**src/rtl/mem_responder.sv**
```systemverilog
// Load/store responder in front of a word-wide SRAM that has no byte strobes.
// Sub-word stores use read-modify-write. Define MEM_RESP_ERR_EN to flag misaligned accesses.
package selectPkg;
    typedef enum logic [2:0] {SB = 3'd0, SH = 3'd1, SW = 3'd2, SBU = 3'd3, SHU = 3'd4} sel_type;
endpackage

module mem_responder #(
    parameter int          AW     = 10,
    parameter logic [31:0] RST_RD = '0
) (
    input  logic          clk,
    input  logic          rst,
    input  logic          req,
    input  logic          we,
    input  logic [2:0]    sel_type,
    input  logic [31:0]   addr,
    input  logic [31:0]   wdata,
    output logic [31:0]   rdata,
    output logic          rvalid,
    output logic          busy,
    output logic          err,
    output logic [AW-1:0] ram_addr,
    output logic [31:0]   ram_wdata,
    output logic          ram_we,
    input  logic [31:0]   ram_rdata
);
    import selectPkg::*;

    localparam logic [1:0] IDLE     = 2'd0;
    localparam logic [1:0] LOAD_RSP = 2'd1;
    localparam logic [1:0] RMW      = 2'd2;

    logic [1:0]    state, state_nxt;
    logic [AW-1:0] lat_waddr;
    logic [1:0]    lat_lo;
    logic [2:0]    lat_sel;
    logic [15:0]   lat_wdata;
    logic          lat_err;
    logic [31:0]   rdata_q;
    logic [31:0]   ext;
    logic [31:0]   merged;
    logic          accept, is_byte, is_half, is_word, mis;
    logic [1:0]    lo;
    logic          unused;

    assign unused  = &{1'b0, addr[31:AW+2]};

    assign accept  = req && (state != RMW);
    assign is_byte = (sel_type == SB) || (sel_type == SBU);
    assign is_half = (sel_type == SH) || (sel_type == SHU);
    assign is_word = !(is_byte || is_half);
    // Lane offset forced down to the access alignment
    assign lo      = is_word ? 2'b00 : (is_half ? {addr[1], 1'b0} : addr[1:0]);

`ifdef MEM_RESP_ERR_EN
    logic err_q;
    assign mis = (is_half && addr[0]) || (is_word && (addr[1:0] != 2'b00));
    assign err = err_q;
    always_ff @(posedge clk) begin
        if (rst) err_q <= 1'b0;
        else     err_q <= accept && mis;
    end
`else
    assign mis = 1'b0;
    assign err = 1'b0;
`endif

    assign ram_addr  = rst ? '0 : ((state == RMW) ? lat_waddr : addr[AW+1:2]);
    assign ram_we    = !rst && ((state == RMW) || (accept && we && is_word && !mis));
    assign ram_wdata = (state == RMW) ? merged : wdata;

    always_comb begin
        merged = ram_rdata;
        if (lat_sel == SB || lat_sel == SBU)
            merged[8*lat_lo +: 8] = lat_wdata[7:0];
        else if (lat_lo[1])
            merged[31:16] = lat_wdata;
        else
            merged[15:0] = lat_wdata;
    end

    always_comb begin
        logic [7:0]  b;
        logic [15:0] h;
        b   = ram_rdata[8*lat_lo +: 8];
        h   = lat_lo[1] ? ram_rdata[31:16] : ram_rdata[15:0];
        ext = ram_rdata;
        case (lat_sel)
            SB:      ext = {{24{b[7]}}, b};
            SBU:     ext = {24'h0, b};
            SH:      ext = {{16{h[15]}}, h};
            SHU:     ext = {16'h0, h};
            default: ext = ram_rdata;
        endcase
        if (lat_err) ext = RST_RD;
    end

    always_comb begin
        state_nxt = IDLE;
        if (accept) begin
            if (!we)                state_nxt = LOAD_RSP;
            else if (is_word || mis) state_nxt = IDLE;
            else                    state_nxt = RMW;
        end
    end

    assign rvalid = (state == LOAD_RSP);
    assign busy   = (state == RMW);
    assign rdata  = rvalid ? ext : rdata_q;

    always_ff @(posedge clk) begin
        if (rst) begin
            state     <= IDLE;
            rdata_q   <= RST_RD;
            lat_waddr <= '0;
            lat_lo    <= 2'b00;
            lat_sel   <= 3'd0;
            lat_wdata <= 16'h0;
            lat_err   <= 1'b0;
        end else begin
            state <= state_nxt;
            if (rvalid) rdata_q <= ext;
            if (accept) begin
                lat_waddr <= addr[AW+1:2];
                lat_lo    <= lo;
                lat_sel   <= sel_type;
                lat_wdata <= wdata[15:0];
                lat_err   <= mis;
            end
        end
    end
endmodule

```
**config.mk**
```make
export PLATFORM = sky130hd
export DESIGN_NAME = mem_responder
export DESIGN_NICKNAME = d
export VERILOG_FILES = /design/src/rtl/mem_responder.sv
export SDC_FILE = /design/constraint.sdc
export NUM_CORES = 1
export LEC_CHECK = 0
export ABC_CLOCK_PERIOD_IN_PS = 3300
export CORE_ASPECT_RATIO = 2
export CORE_MARGIN = 10
export CORE_UTILIZATION = 40
export DETAILED_ROUTE_END_ITERATION = 10
export DONT_BUFFER_PORTS = 1
export GPL_TIMING_DRIVEN = 1
export SYNTH_ARGS = -nofsm -noshare
export SYNTH_HDL_FRONTEND = slang
export SYNTH_SLANG_ARGS = --single-unit
```
**constraint.sdc**
```tcl
create_clock -name clk -period 3.3 [get_ports clk]
set_input_delay 0.66 -clock clk [delete_from_list [all_inputs] [get_ports clk]]
set_output_delay 0.66 -clock clk [all_outputs]
set_load 0.1 [all_outputs]
```
# Word-level counts from Yosys, hierarchy flattened
# Index checks and enable logic that the tools add are counted.
# word_totals
register_bits	65
input_bits	103
# classes
n_addsub	1
n_eq_ne	9
shifts	3
muxes	14
n_bitwise	2
n_reduce_logical	15
# ops
cell	n
32-bit one-hot mux with 4 select lines	1
32-bit 2-to-1 mux	3
16-bit 2-to-1 mux	3
5-bit negation with 34-bit output	1
8-bit by 34-bit variable shift with 32-bit output, first input constant	1
8-bit by 34-bit variable part select with 32-bit output	1
32-bit bitwise mux	1
32-bit by 6-bit variable part select with 8-bit output	1
10-bit 2-to-1 mux	2
3-bit by 1-bit equality test with 1-bit output, second input constant	2
3-bit by 2-bit equality test with 1-bit output, second input constant	2
3-bit equality test, second input constant	2
3-bit zero test	2
1-bit logical OR	5
1-bit logical AND	4
2-bit 2-to-1 mux	2
3-bit OR reduction	1
2-bit by 1-bit equality test with 1-bit output, second input constant	1
2-bit equality test, second input constant	1
1-bit zero test	2
1-bit 2-to-1 mux	2
2-bit != test, second input constant	1
1-bit NOT	2
2-bit OR reduction	1

# Longest topological paths before layout
# depth
word_depth	7
mapped_depth	7
mapped_depth_nobuf	6

# Worst setup path before layout
# OpenSTA, ideal clock, no wires.
# synth_timing
path_type	register -> output
from	register lat_lo[0]
to	output ram_wdata[10]
t_arrival_ns	3.959
required_ns	2.640
setup_slack_ns	-1.319
path_stages_with_launch	7
cell_sequence	dfxtp_1 -> buf_4 -> inv_1 -> ha_1 -> nor4b_2 -> a221oi_1 -> o31ai_1
# synth_between
elab_chain_cells	5
elab_cells_between_ends	6
classes_between	add/sub (1); shift (2); mux (3)
# synth_rtl
item	line	rtl
start, declared	35	logic [1:0] lat_lo;
start signal, assigned	125	lat_lo <= lo;
5-bit negation with 34-bit output *	75	merged[8*lat_lo +: 8] = lat_wdata[7:0];
8-bit by 34-bit variable part select with 32-bit output or 8-bit by 34-bit variable shift with 32-bit output (tied branches)	75	
32-bit bitwise mux *	75	
32-bit 2-to-1 mux *	74	if (lat_sel == SB || lat_sel == SBU)
32-bit 2-to-1 mux *	70	assign ram_wdata = (state == RMW) ? merged : wdata;
end, declared	23	output logic [31:0] ram_wdata,
# Mark *: on every way between the ends. The rest lies on a longest branch, timed or not.

# Final worst setup path
# layout_timing
from	register lat_lo[0]
to	output ram_wdata[23]
# Same word-level chain as after synthesis.

==> results.cfg <==
[clock_tree]
cts_buffer_depth = 2
cts_tree = yes
cts_hold_buf = 0
cts_buffers = 9
clock-sinks = 65
postCtsSetupBuffers = 0
cts_root_buf = clkbuf_16
cts.htree.levels = 3
path_clk_slew_ns = 0.05
clk_latency_ns = 0.34

[setup_path]
crit_arrival_ns = 2.55
cp.required_ns = 2.64
crit_path_end_kind = primary output
r2r.worst_path.cells = 5
cp_slowest_stage_delay_ns = 0.46
slowest_stage = or4_1
worst_setup_path_start_kind = flip-flop
cp_cell_sequence = inv_1 -> ha_2 -> nand4bb_1 -> or4_1 -> a21oi_4 -> a221o_2 -> buf_12
crit_type = flip-flop to primary output
crit_fanout = 8

[timing]
worst_pin_slew_ns = 0.822
slew_violations = 0
fmax_ghz = 0.311
skew_ns = 0.00397
rsz0062_at_grt = false
setup_viol = 0
slew_headroom_pct = 45.2
setup_ws_ns = 0.0890
post-route-period-util_pct = 97.3
finalHoldViolCount = 0
period_needed_ns = 3.21

[floorplan]
die_y_um = 168
ios = 181
start_util_pct = 40.4
fp.dieW_um = 93.9
rows = 54
core_area_um2 = 10800
dieArea_um2 = 15800

[drt]
firstDrtPassIters = 5
vias = 4972
drc = 0
drt_iter0_markers = 344
wl_mm = 18.7
vias_per_cell = 6.26
ant_nets = 0
avgRoutedWirePerCell_um = 23.5

[placement]
place_ws_ns = 0.296
post-dp-hpwl_mm = 14.8
dp.cells = 779
io_buffers = 0
gp_congestion = 0.900

[hold_path]
hold_depth = 1
hold_path_class = input port to flip-flop

[layout]
fillCellCount = 938
syn_to_final_growth_pct = 54.6
final_common_cell = nand2_1
fin_nets = 758
drive_above_1_share_pct = 30.3
most-common-layout-cells = 125 x nand2_1, 74 x buf_12, 69 x a21oi_1, 64 x dfxtp_1, 33 x nor2_1
fin_cells = 794
antenna_cells = 0

[global_routing]
grtUsageTotal_pct = 23.5
antenna_found_initial = 0
gr-total-overflow = 0
grt_pass1_wl_mm = 28.8
grt_pass1_vias = 5012
grt_start_max_net_pins = 77

[synth]
synth_top_area_share_pct = 29.8
ys_warn_count = 0
async_flop_share_pct = 0
ys_seq_area_share_pct = 29.8
postSynthAreaPerCell_um2 = 7.41
netlist_area_um2 = 4370
synth_ff_type = dfxtp_1
syn_nets = 698
yosys-top-cells-area = dfxtp_1 30%, nand2_1 11%, a21oi_1 9.5%
synth-edff-count = 0
ys_ff_latch = 65
postSynthCellCount = 590
yosysTopAreaCell = dfxtp_1
ys_types = 60

[flow_run]
max_cap_violations = 0

[pwr]
peakVddDrop_uv = 309
p_per_area_nw_per_um2 = 465
power.leakage_nw = 2.55

[status]
outcome = finished, final reports clean
[flip-flops by register name, indices dropped and copies added, names as in the netlist]
signal     flops
rdata_q       32
lat_waddr     10
lat_wdata     16
lat_sel        3
lat_lo         2
state          2
[worst paths after layout]
path                            slack [ns]       endpoint         start
worst max-delay path                  0.09  ram_wdata[23]     lat_lo[0]
worst min-delay path                  0.40       state[0]            we
worst max register to register        1.19    rdata_q[10]    lat_sel[0]
worst min register to register        0.45   lat_waddr[2]  lat_waddr[2]
[kinds of logic (layout without fill, tap and decap cells)]
logic type	Yosys count	count (layout)	share of synthesized area (%)
AO/OA/AOI/OAI	214	214	34.3
XOR/XNOR	5	5	1.35
adder cells (fa/ha/maj)	5	5	1.43
buffers and inverters	63	127	6.01
flip-flops	65	65	29.8
multiplexers	11	11	2.98
other	1	1	0.0858
AND/OR/NAND/NOR	226	226	24.1
[worst max-delay path: cells and delay by family, from the launching register on]
kind	cells	cell delay [ns]
simple gates	2	0.56
fa+ha+maj	1	0.43
buf+inv	2	0.34
flops	1	0.32
compound gates	2	0.57
[cell type report]
| type | count | area, µm² | share of cell area [%] |
|---|---|---|---|
| multi-input combinational | 462 | 3240 | 48.0 |
| sequential | 65 | 1300 | 19.3 |
| inverter | 13 | 48.8 | 0.723 |
| timing repair buffer | 99 | 1670 | 24.7 |
| clock buffer | 10 | 239 | 3.54 |
| clock inverter | 5 | 80.1 | 1.19 |
| tap | 140 | 175 | 2.59 |
[synthesized netlist by cell type, drive strengths merged (6+ instances only)]
cell	instances
a211oi	8
a21oi	84
a221o	16
a221oi	12
a22oi	17
a311oi	9
a31o	6
a31oi	16
a32o	9
and2	17
buf	18
clkbuf	32
dfxtp	65
inv	13
mux2	6
nand2	126
nand3	6
nor2	34
nor2b	10
nor3	11
nor4	8
o211ai	6
o31ai	12
[power breakdown]
part / total, mW / internal (mW) / leakage (nW) / switching (mW)
registers: 0.860 / 0.826 / 0.532 / 0.0335
logic: 1.25 / 0.419 / 1.86 / 0.831
clock network: 1.03 / 0.675 / 0.151 / 0.354
total: 3.14 / 1.92 / 2.55 / 1.22
[metal layers]
metal  track usage, %  wire, µm  part of all wire (%)
met1             23.0      6080                    33
met3             7.88      1680                   9.0
met4             11.2       903                   4.8
met5                0         0                     0
met2             42.3     10000                    54
[what timing repair did]
item,CTS,global route
setup endpoints to repair,16,38
resized for setup,2,7
pin swaps,0,1
[through the flow]
step,hold WS (ns),instance area [µm²],utilization [%],total power [mW],TNS (ns)
3_5_place_dp,0.440,6390,59.1,2.12,0
6_report,0.398,6750,62.5,3.14,0
4_1_cts,0.392,6720,62.2,3.14,0
3_3_place_gp,0.438,6390,59.1,2.10,0
5_1_grt,0.384,6750,62.5,3.24,0
2_1_floorplan,0.437,4690,-,1.72,-1.64
Power figures use the tool's default switching activity.
